`src/rtl/addr_bus_arbiter.sv`:
```
// Round-robin arbiter for the shared address bus: one PC fetch channel plus N_DATA data channels.
// Optional hold-time preemption is built when ADDR_ARB_TIMEOUT_EN is defined.
module addr_bus_arbiter #(
  parameter int ADDR_W  = 16,
  parameter int PC_W    = 8,
  parameter int N_DATA  = 2,
  parameter int TIMEOUT = 16
) (
  input  logic                     clk,
  input  logic                     reset,
  input  logic                     pc_req,
  input  logic [PC_W-1:0]          pc_address,
  input  logic [N_DATA-1:0]        dat_req,
  input  logic [N_DATA*ADDR_W-1:0] dat_addr,
  output logic                     pc_gnt,
  output logic [N_DATA-1:0]        dat_gnt,
  output logic [ADDR_W-1:0]        address_bus,
  output logic                     bus_valid,
  output logic [2:0]               owner
);

  localparam int N_CH = N_DATA + 1;
  localparam logic [2:0] LAST_DATA = 3'(N_DATA);

  typedef enum logic {
    IDLE,
    OWN
  } state_t;

  generate
    if (PC_W > ADDR_W || N_DATA < 1 || N_DATA > 7 || TIMEOUT < 1) begin : g_bad_params
      $error("addr_bus_arbiter: illegal parameter combination");
    end
  endgenerate

  state_t            state_reg, state_next;
  logic [2:0]        owner_reg, owner_next;
  logic [2:0]        rr_last_reg, rr_last_next;
  logic [N_CH-1:0]   gnt_reg, gnt_next;
  logic [ADDR_W-1:0] addr_reg, addr_next;

  // Requests and addresses are padded to 8 channels so a 3-bit index always fits.
  logic [7:0]        req8;
  logic [ADDR_W-1:0] addr_sel [8];
  logic [7:0]        owner_mask8;
  logic [7:0]        other_req;
  logic              owner_req;
  logic              preempt;
  logic              grant_new;
  logic [2:0]        grant_idx;

  assign req8[0]     = pc_req;
  assign addr_sel[0] = ADDR_W'(pc_address);

  genvar gi;
  generate
    for (gi = 1; gi < 8; gi++) begin : g_chan
      if (gi <= N_DATA) begin : g_used
        assign req8[gi]     = dat_req[gi-1];
        assign addr_sel[gi] = dat_addr[(gi-1)*ADDR_W +: ADDR_W];
      end else begin : g_unused
        assign req8[gi]     = 1'b0;
        assign addr_sel[gi] = '0;
      end
    end
  endgenerate

  assign owner_mask8 = 8'd1 << owner_reg;
  assign owner_req   = |(req8 & owner_mask8);
  assign other_req   = req8 & ~owner_mask8;

  // First requester after ptr, wrapping over the N_CH channels; ptr itself is checked last.
  function automatic logic [2:0] rr_pick(input logic [2:0] ptr, input logic [7:0] r);
    logic [2:0] pick;
    logic [2:0] idx;
    logic       found;
    pick  = ptr;
    found = 1'b0;
    for (int k = 1; k <= N_CH; k++) begin
      idx = 3'((int'(ptr) + k) % N_CH);
      if (!found && r[idx]) begin
        pick  = idx;
        found = 1'b1;
      end
    end
    return pick;
  endfunction

`ifdef ADDR_ARB_TIMEOUT_EN
  localparam int CNT_W = $clog2(TIMEOUT + 1);
  logic [CNT_W-1:0] hold_cnt_reg, hold_cnt_next;

  assign preempt = (state_reg == OWN) && (hold_cnt_reg == CNT_W'(TIMEOUT)) && (|other_req);

  // Counter is 1 on the first owned cycle and saturates at TIMEOUT.
  always_comb begin
    hold_cnt_next = hold_cnt_reg;
    if (grant_new) begin
      hold_cnt_next = CNT_W'(1);
    end else if (state_reg == OWN && hold_cnt_reg != CNT_W'(TIMEOUT)) begin
      hold_cnt_next = hold_cnt_reg + CNT_W'(1);
    end
  end

  always_ff @(posedge clk) begin
    if (reset) begin
      hold_cnt_reg <= '0;
    end else begin
      hold_cnt_reg <= hold_cnt_next;
    end
  end
`else
  assign preempt = 1'b0;
`endif

  always_comb begin
    state_next   = state_reg;
    owner_next   = owner_reg;
    rr_last_next = rr_last_reg;
    gnt_next     = gnt_reg;
    addr_next    = addr_reg;
    grant_new    = 1'b0;
    grant_idx    = owner_reg;

    case (state_reg)
      IDLE: begin
        if (|req8) begin
          grant_new = 1'b1;
          grant_idx = rr_pick(rr_last_reg, req8);
        end else begin
          gnt_next  = '0;
          addr_next = '0;
        end
      end
      OWN: begin
        if (owner_req && !preempt) begin
          addr_next = addr_sel[owner_reg];
        end else if (|other_req) begin
          // Hand over directly to the next requester; the old owner is excluded.
          grant_new = 1'b1;
          grant_idx = rr_pick(owner_reg, other_req);
        end else begin
          state_next = IDLE;
          gnt_next   = '0;
          addr_next  = '0;
        end
      end
      default: state_next = IDLE;
    endcase

    if (grant_new) begin
      state_next   = OWN;
      owner_next   = grant_idx;
      rr_last_next = grant_idx;
      addr_next    = addr_sel[grant_idx];
      for (int i = 0; i < N_CH; i++) begin
        gnt_next[i] = (grant_idx == 3'(i));
      end
    end
  end

  always_ff @(posedge clk) begin
    if (reset) begin
      state_reg   <= IDLE;
      owner_reg   <= '0;
      rr_last_reg <= LAST_DATA;
      gnt_reg     <= '0;
      addr_reg    <= '0;
    end else begin
      state_reg   <= state_next;
      owner_reg   <= owner_next;
      rr_last_reg <= rr_last_next;
      gnt_reg     <= gnt_next;
      addr_reg    <= addr_next;
    end
  end

  assign pc_gnt      = gnt_reg[0];
  assign dat_gnt     = gnt_reg[N_CH-1:1];
  assign address_bus = addr_reg;
  assign bus_valid   = (state_reg == OWN);
  assign owner       = owner_reg;

endmodule

```
`config.mk`:
```
export PLATFORM = sky130hd
export DESIGN_NAME = addr_bus_arbiter
export DESIGN_NICKNAME = d
export VERILOG_FILES = /design/src/rtl/addr_bus_arbiter.sv
export SDC_FILE = /design/constraint.sdc
export NUM_CORES = 1
export LEC_CHECK = 0
export CAP_MARGIN = 20
export CORE_MARGIN = 2
export CORE_UTILIZATION = 50
export DETAILED_ROUTE_END_ITERATION = 16
export PLACE_DENSITY = 0.77
export RECOVER_POWER = 50
export SLEW_MARGIN = 15
export SYNTH_ARGS = -nofsm -noshare
export SYNTH_HDL_FRONTEND = slang
export SYNTH_SLANG_ARGS = --single-unit
```
`constraint.sdc`:
```
create_clock -name clk -period 7.1 [get_ports clk]
set_input_delay 1.42 -clock clk [delete_from_list [all_inputs] [get_ports clk]]
set_output_delay 1.42 -clock clk [all_outputs]
set_load 0.1 [all_outputs]
```
==> results.json, run 1 <==
{
  "cts.repair.resized": 0,
  "met3_usage": 0.0212,
  "synth_top_area_share": 0.139,
  "largest_reg_flops": 16,
  "p_total_mw": 2.04,
  "drcViolationCount": 0,
  "cts.reportedPaths.clkPinSlew_ns": 0.08,
  "n_fill_cell": 606,
  "met1_usage": 0.330,
  "arrival_ns": 6.08,
  "dr.pass1.iters": 4,
  "met2_usage": 0.461,
  "path_cells": "inv_1, ha_1, nand2b_1, a311o_1, xnor2_1, inv_1, ha_1, a21o_1, a31oi_4, xnor2_1, a2111oi_0, a211oi_1, a31o_1, a2111oi_0, nor2_1, a22oi_2, o32ai_1",
  "cts_tree": "built",
  "r2r-end": "address_bus[13]",
  "cts_buffers": 3,
  "critPathMaxFanout": 12,
  "fin_ws_ns": 1.14,
  "synth_most_common_cell": "ha_1",
  "slowest_delay_ns": 0.82,
  "grt_usage": 0.255,
  "wire_per_inst_um": 16.1,
  "die_w_um": 89.0,
  "rows": 30,
  "synth_cells": 462,
  "power.density_nw_per_um2": 466,
  "clock-root-buffer": "clkbuf_8",
  "synth-edff-count": 0,
  "yosys_warnings": 0,
  "whs_ns": 0.457,
  "drt-initial-drc-count": 172,
  "synth_area_leader_cell": "ha_1",
  "reg2reg_from": "owner[2]",
  "vias": 3703,
  "io_pins": 68,
  "start_util": 0.523,
  "slew-limit-headroom": 0.327,
  "dp_hpwl_um": 7750,
  "path_class": "reg2reg",
  "n_antenna_cell": 0,
  "grt_first_pass_wirelength_um": 16600,
  "nets": 603,
  "syn-cell-area_sq_um": 3610,
  "skew_ns": 0.00546,
  "critPathCaptureType": "register",
  "setup_tns_ns": 0,
  "worstHoldPathType": "reg2reg",
  "leakagePower_nw": 1.76,
  "hp-start": "gnt_reg[1]",
  "cap_violations": 0,
  "synth-seq-cells": 24,
  "peakVddDrop_v": 0.000216,
  "synthToLayoutAreaGrowth_pct": 21.2,
  "cts_sinks": 24,
  "ys_seq_area_frac": 0.133,
  "synth_area_per_cell_sq_um": 7.81,
  "syn_nets": 547,
  "cts-htree-levels": 1,
  "postCtsSetupRepairBufs": 0,
  "drv_slew": 0,
  "post-route-min-period_ns": 5.96,
  "drive_above_1_share": 0.101,
  "numPortBuffers": 67,
  "grt-ovfl-total": 0,
  "vias_per_cell": 6.05,
  "yosysUniqueCellTypes": 83,
  "gp_routability_congestion": 0.890,
  "fin_util": 0.634,
  "synth_ff_type": "dfxtp_1",
  "fmax_mhz": 168,
  "finalHoldViolations": 0,
  "post-place-ws_ns": 1.23,
  "gr-max-usage-layer": "met2",
  "async_flop_share": 0,
  "required_ns": 7.22,
  "r2r_cells": 17,
  "grt_max_degree": 31,
  "clock_latency_ns": 0.26,
  "critPathSlowestCell": "dfxtp_1",
  "die-area_sq_um": 7910,
  "coreArea_sq_um": 6910,
  "cp_top_family": "compound AO/OA/AOI/OAI gates",
  "wl_um": 9870,
  "status": "complete, no violations",
  "antenna_found_initial": 0,
  "reg2reg_setup_slack_ns": 1.14,
  "min_path_cells": 2,
  "die_h_um": 89.0,
  "worst_setup_path_start_kind": "register",
  "ctsHoldBuffers": 0,
  "cp.buffers_inverters": 2,
  "worst_pin_slew_ns": 1.01,
  "setup_violations": 0,
  "ys_top_cells_by_area": "ha_1, dfxtp_1, mux2i_1, nand2_1, o21ai_0",
  "min_period_over_period": 0.839,
  "ys_top_cells_by_count": "ha_1, nand2_1, inv_1",
  "grt_pass1_vias": 3668,
  "cts_buffer_depth": 2,
  "hold-path-endpoint": "gnt_reg[1]",
  "postRouteAntennaNets": 0,
  "rsz0062_at_grt": "false"
}
[per-stage QoR]
step,std cells,area (sq um)
final,612,4380
after global routing,612,4380
after floorplan,462,3610
after detailed placement,609,4340
after global placement,609,4340
after CTS,612,4380
[where the power goes]
part	internal (mW)	switching, mW	total, mW
clock network	0.0380	0.0423	0.0803
logic	0.657	1.11	1.77
registers	0.174	0.0166	0.190
total	0.869	1.17	2.04
[cell families after synthesis]
kind of cell	share of synthesized area
AND/OR/NAND/NOR	0.217
AO/OA/AOI/OAI	0.313
buffers and inverters	0.0693
adder cells (fa/ha/maj)	0.139
multiplexers	0.0704
flip-flops	0.133
XOR/XNOR	0.0593
[worst max path at each step]
stage | to | from | cells past startpoint | slack [ns]
after CTS | address_bus[13] | owner[2] | 18 | 1.19
after global routing | address_bus[13] | owner[2] | 17 | 0.50
after global placement | address_bus[10] | owner[2] | 19 | 1.49
after floorplan | address_bus[10] | owner[0] | 24 | 0.79
after detailed placement | address_bus[13] | owner[2] | 18 | 1.23
final | address_bus[13] | owner[2] | 17 | 1.14
[tightest hold or removal path, delay by kind of cell, from the launching register on]
kind / cells / cell delay, ns
and+or+nand+nor: 1 / 0.05
DFF: 1 / 0.31
AOI/OAI and AO/OA: 1 / 0.05
[placed cells by master (no fill, tap or decap), types with 4 or more instances in the layout]
master | Yosys | layout
a2111oi_0 | 4 | 4
mux2i_1 | 22 | 22
a31oi_1 | 9 | 9
inv_2 | 6 | 6
nor2b_1 | 8 | 8
o32ai_1 | 8 | 8
o211ai_1 | 5 | 5
dlygate4sd3_1 | 0 | 23
a32oi_1 | 5 | 5
xor2_1 | 4 | 4
nor3_1 | 10 | 10
a221oi_2 | 4 | 4
o21ai_0 | 26 | 26
nor2_1 | 31 | 31
ha_1 | 40 | 40
nand2_1 | 39 | 39
nand2b_1 | 11 | 11
inv_1 | 34 | 34
and4_1 | 4 | 4
a21oi_1 | 18 | 18
dfxtp_1 | 24 | 23
a21bo_2 | 5 | 5
xnor2_1 | 11 | 11
o221ai_1 | 5 | 5
a211oi_1 | 8 | 8
nand4_1 | 5 | 5
buf_4 | 2 | 4
clkdlybuf4s50_1 | 0 | 44
nand3_1 | 20 | 20
[area by class of cell]
cell class	count	area, sq um	area share
Multi-Input combinational cell	377	2880	0.658
Sequential cell	24	482	0.110
Inverter	41	154	0.0352
Clock buffer	3	41.3	0.00943
Tap cell	96	120	0.0274
Timing Repair Buffer	71	701	0.160
[metal layers]
layer	share of wire	wire, um	vias up
met4	0.0083	82	0
met1	0.44	4330	1749
met2	0.52	5110	93
met3	0.035	350	11
li1	-	-	1850
met5	0	0	-
(Power assumes the default switching activity.)
==> inputs of run 2 (changes only) <==
CORE_UTILIZATION = 49   (was 50)
PLACE_DENSITY = 0.79   (was 0.77)
clock period = 4.8 ns   (was 7.1 ns; I/O delays follow)
==> run 2 against run 1 <==
Effect of this change:
- clock power up 100%
- non-clock buffer count up 36
- worst hold slack better by 0.023 ns
- fmax up 26%
- critical path depth up 2
- clock skew about the same
- critical endpoint is now address_bus[1]
- largest cell class unchanged
- largest power group unchanged
==> results.json, run 2 (synthesized netlist as in run 1, its figures left out) <==
{
  "path_cells": "ha_2, xnor2_4, inv_2, ha_4, nand3_1, a22o_4, a311oi_4, xnor2_2, ha_2, a221oi_4, o211ai_1, mux2_2, nand4_4, o211ai_1, a31o_2, a211oi_4, buf_6, nand2_1, o221ai_1",
  "cts_buffer_depth": 2,
  "nets": 639,
  "path_class": "reg2reg",
  "die_w_um": 89.8,
  "dpl_cell_area_sq_um": 4630,
  "worst_pin_slew_ns": 1.00,
  "grt_max_degree": 24,
  "cts_tree": "built",
  "critPathMaxFanout": 7,
  "ctsHoldBuffers": 0,
  "status": "complete, no violations",
  "arrival_ns": 4.93,
  "skew_ns": 0.00497,
  "vias": 4014,
  "grt_usage": 0.244,
  "vias_per_cell": 6.16,
  "clock-root-buffer": "clkbuf_8",
  "numPortBuffers": 67,
  "power.density_nw_per_um2": 729,
  "largest_reg_flops": 16,
  "io_pins": 68,
  "slew-limit-headroom": 0.328,
  "start_util": 0.503,
  "multi_input_area_sq_um": 3280,
  "final_area_sq_um": 5140,
  "min_period_over_period": 0.988,
  "setup_violations": 0,
  "coreArea_sq_um": 7180,
  "cap_violations": 0,
  "required_ns": 4.99,
  "critPathSlowestCell": "dfxtp_4",
  "drv_slew": 0,
  "peakVddDrop_v": 0.000531,
  "layout_commonest_cell": "clkdlybuf4s50_1",
  "gp_routability_congestion": 0.900,
  "wire_per_inst_um": 17.1,
  "drive_above_1_share": 0.255,
  "register_area_sq_um": 495,
  "antenna_found_initial": 0,
  "p_total_mw": 3.74,
  "grt_pass1_vias": 3641,
  "grt-ovfl-total": 0,
  "clock_latency_ns": 0.28,
  "drcViolationCount": 0,
  "post-route-min-period_ns": 4.74,
  "die_h_um": 89.8,
  "cts-htree-levels": 1,
  "synthToLayoutAreaGrowth_pct": 42.3,
  "cts_buffers": 3,
  "fmax_mhz": 211,
  "cts_sinks": 24,
  "slowest_delay_ns": 0.40,
  "dp_hpwl_um": 7910,
  "n_antenna_cell": 0,
  "worst_setup_path_start_kind": "register",
  "wl_um": 11100,
  "grt_first_pass_wirelength_um": 16900,
  "finalHoldViolations": 0,
  "postRouteAntennaNets": 0,
  "final_cell_mix": "clkdlybuf4s50_1, nand2_1, buf_4, nor2_1, inv_1",
  "die-area_sq_um": 8070,
  "dr.pass1.iters": 5,
  "rsz0062_at_grt": "true",
  "worstHoldPathType": "reg2reg",
  "drt-initial-drc-count": 278,
  "critPathCaptureType": "register",
  "cts.reportedPaths.clkPinSlew_ns": 0.09,
  "rows": 31,
  "n_fill_cell": 544,
  "leakagePower_nw": 2.00
}
-- run 2: timing repair --
action | in CTS | in global routing
setup buffers | 1 | 14
resized for setup | 9 | 53
endpoints found under the setup margin | 16 | 20
pin swaps | 2 | 31
-- run 2: path summary, 6_finish.rpt --
| path | endpoint | cells after the start | from | slack, ns |
|---|---|---|---|---|
| worst min-delay path | gnt_reg[1] | 2 | gnt_reg[1] | 0.48 |
| worst max-delay path | address_bus[1] | 19 | owner[0] | 0.06 |
| worst max register to register | address_bus[1] | 19 | owner[0] | 0.06 |
| worst min register to register | gnt_reg[1] | 2 | gnt_reg[1] | 0.48 |
-- run 2: layout make-up --
class,count,share of cell area
Tap cell,99,0.0241
Multi-Input combinational cell,377,0.639
Inverter,41,0.0324
Timing Repair Buffer,107,0.195
Sequential cell,24,0.0965
Clock buffer,4,0.0129
-- run 2: metrics by stage --
step	setup TNS, ns	hold slack [ns]	instances	utilization	worst slack, ns
after floorplan	-0.762	0.720	462	-	-0.0827
after global placement	0	0.456	633	0.645	0.0449
after detailed placement	-0.491	0.468	633	0.645	-0.0885
after CTS	0	0.484	638	0.661	0.0193
after global routing	-0.975	0.502	652	0.716	-0.106
final	0	0.480	652	0.716	0.0571
-- run 2: report_power, final --
part | internal (mW) | switching [mW]
Combinational | 1.37 | 1.91
Sequential | 0.261 | 0.0388
Clock | 0.0908 | 0.0713
Total | 1.72 | 2.02
-- run 2: critical path, delay by kind of cell (launching register included) --
family,cells,cell delay (ns)
DFF,1,0.40
buffers and inverters,2,0.26
xor gates and xnor gates,2,0.37
and+or+nand+nor,3,0.38
AOI/OAI and AO/OA,8,2.18
adders and majority gates,3,0.75
muxes,1,0.32
-- run 2: routing by layer --
metal	share of wire	wire [um]	global-route usage
met5	0	0	0
met1	0.42	4680	0.320
met2	0.48	5390	0.427
met4	0.023	260	0.0628
met3	0.074	820	0.0293
==> inputs of run 3 (changes only) <==
ABC_AREA = 1   (was unset)
PLACE_DENSITY = 0.78   (was 0.79)
==> run 3 against run 2 <==
Effect of this change:
- design area decreased by 8.4%
- fmax increased by 8.0%
- critical path depth increased by 13
- first-iteration DRC count increased by 18%
- final cell count increased by 28%
- critical endpoint is now address_bus[12]
- highest routed layer unchanged
==> results.json, run 3 <==
{
  "dp_hpwl_um": 8220,
  "gp_routability_congestion": 0.919,
  "synth_area_leader_cell": "nand2_1",
  "final_cells": 834,
  "r2r-end": "address_bus[12]",
  "io_pins": 68,
  "layout_commonest_cell": "nand2_1",
  "cts_sinks": 24,
  "leakagePower_nw": 2.45,
  "syn-cell-area_sq_um": 3840,
  "post-route-min-period_ns": 4.39,
  "synth_top_area_share": 0.205,
  "clock-root-buffer": "clkbuf_8",
  "post-place-ws_ns": 0.172,
  "whs_ns": 0.476,
  "largest_reg_flops": 16,
  "wl_um": 11200,
  "register_area_sq_um": 485,
  "worst_pin_slew_ns": 1.04,
  "drt-initial-drc-count": 329,
  "ys_seq_area_frac": 0.125,
  "synthToLayoutAreaGrowth_pct": 22.5,
  "required_ns": 4.92,
  "place_inst": 824,
  "dpl_cell_area_sq_um": 4560,
  "pwr-share-clk": 0.038,
  "finalHoldViolations": 0,
  "skew_ns": 0.00536,
  "min_period_over_period": 0.915,
  "ctsHoldBuffers": 0,
  "cap_violations": 0,
  "synth_area_per_cell_sq_um": 5.74,
  "cts-htree-levels": 1,
  "drcViolationCount": 0,
  "arrival_ns": 4.51,
  "multi_input_area_sq_um": 2930,
  "slowest_delay_ns": 0.34,
  "hp-start": "gnt_reg[1]",
  "final_area_sq_um": 4710,
  "setup_violations": 0,
  "hold-path-endpoint": "gnt_reg[1]",
  "die_w_um": 92.5,
  "nets": 818,
  "drive_above_1_share": 0.0888,
  "min_path_cells": 2,
  "yosys_warnings": 0,
  "cp.buffers_inverters": 6,
  "vias_per_cell": 5.48,
  "numPortBuffers": 67,
  "n_fill_cell": 706,
  "reg2reg_from": "owner[0]",
  "die_h_um": 92.5,
  "final_cell_mix": "nand2_1, inv_1, nand3_1, nor2_1, clkdlybuf4s50_1",
  "yosysUniqueCellTypes": 36,
  "power.density_nw_per_um2": 809,
  "power_frac_comb": 0.887,
  "critPathCaptureType": "register",
  "synth-seq-cells": 24,
  "r2r_cells": 32,
  "reg2reg_setup_slack_ns": 0.41,
  "dr.pass1.iters": 6,
  "grt_pass1_vias": 4224,
  "drv_slew": 0,
  "grt_usage": 0.256,
  "path_class": "reg2reg",
  "async_flop_share": 0,
  "pwr-share-seq": 0.075,
  "vias": 4567,
  "antenna_found_initial": 0,
  "coreArea_sq_um": 7650,
  "cts.reportedPaths.clkPinSlew_ns": 0.09,
  "critPathSlowestCell": "dfxtp_1",
  "grt_first_pass_wirelength_um": 18500,
  "syn_nets": 754,
  "peakVddDrop_v": 0.000512,
  "die-area_sq_um": 8560,
  "grt-ovfl-total": 0,
  "switching_share": 0.625,
  "postRouteAntennaNets": 0,
  "clock_latency_ns": 0.27,
  "synth_ff_type": "dfxtp_1",
  "cp_top_family": "simple AND/OR/NAND/NOR gates",
  "status": "complete, no violations",
  "ys_top_cells_by_count": "nand2_1, inv_1, nand3_1",
  "wire_per_inst_um": 13.5,
  "fin_util": 0.615,
  "p_total_mw": 3.81,
  "worst_setup_path_start_kind": "register",
  "synth_most_common_cell": "nand2_1",
  "rows": 32,
  "grt_max_degree": 29,
  "worstHoldPathType": "reg2reg",
  "crit_path_frequent_cell": "nand2_1",
  "ys_top_cells_by_area": "nand2_1, ha_1, dfxtp_1, nand3_1, inv_1",
  "cts_buffers": 3,
  "slew-limit-headroom": 0.307,
  "cts_buffer_depth": 2,
  "start_util": 0.502,
  "synth_cells": 669,
  "fin_ws_ns": 0.409,
  "critPathMaxFanout": 8,
  "setup_tns_ns": 0,
  "synth-edff-count": 0,
  "p_switching_mw": 2.38,
  "fmax_mhz": 228,
  "cts_tree": "built",
  "intPower_mw": 1.43,
  "n_antenna_cell": 0
}
run 3: cell count changes after synthesis, sizes merged, moves of 21 or more:
cell   delta
a21oi    +21
inv      +48
mux2i    -22
nand2   +187
nand3    +63
nand4    +21
nor2     +25
run 3: what timing repair did:
item	in CTS	in global routing
buffers inserted	0	4
endpoints found under the setup margin	0	19
resized for setup	0	6
run 3: worst max-delay path by stage:
| stage | startpoint | endpoint | slack, ns | cells after the start |
|---|---|---|---|---|
| after floorplan | owner[0] | address_bus[10] | 0.09 | 38 |
| after global routing | owner[2] | address_bus[8] | -0.01 | 22 |
| after detailed placement | owner[1] | address_bus[8] | 0.17 | 30 |
| final | owner[0] | address_bus[12] | 0.41 | 32 |
| after CTS | rr_last_reg[1] | address_bus[8] | 0.14 | 24 |
| after global placement | rr_last_reg[1] | address_bus[8] | 0.29 | 24 |
run 3: power by group through the flow:
| stage | Sequential, mW | Combinational, mW | Clock, mW |
|---|---|---|---|
| 6_report | 0.287 | 3.38 | 0.144 |
| 5_1_grt | 0.292 | 3.77 | 0.152 |
| 4_1_cts | 0.294 | 3.18 | 0.145 |
| 3_5_place_dp | 0.299 | 3.16 | 0 |
| 3_3_place_gp | 0.296 | 3.08 | 0 |
| 2_1_floorplan | 0.617 | 2.34 | 0 |
run 3: tightest hold or removal path, cell delays in order (launching register included):
cell and delay (ns):
dfxtp_1 0.32, nand2_1 0.06, a21oi_1 0.06
run 3: cells by family after synthesis:
logic type | after synthesis | share of synthesized area
AOI/OAI and AO/OA | 81 | 0.117
xor gates and xnor gates | 6 | 0.0137
adders and majority gates | 40 | 0.130
buffers and inverters | 111 | 0.123
DFF | 24 | 0.125
and+or+nand+nor | 407 | 0.491
run 3: final cells by class:
type / instances / share of cell area
clock buffer: 4 / 0.0117
inverter: 89 / 0.0710
multi-input combinational: 536 / 0.623
sequential: 24 / 0.103
tap: 102 / 0.0271
timing repair buffer: 79 / 0.164
run 3: layer usage:
layer	vias up	track usage	routed length, um
li1	2311	-	-
met1	2027	0.322	4720
met2	189	0.452	5380
met3	40	0.0350	793
met4	0	0.0771	334
met5	-	0	0
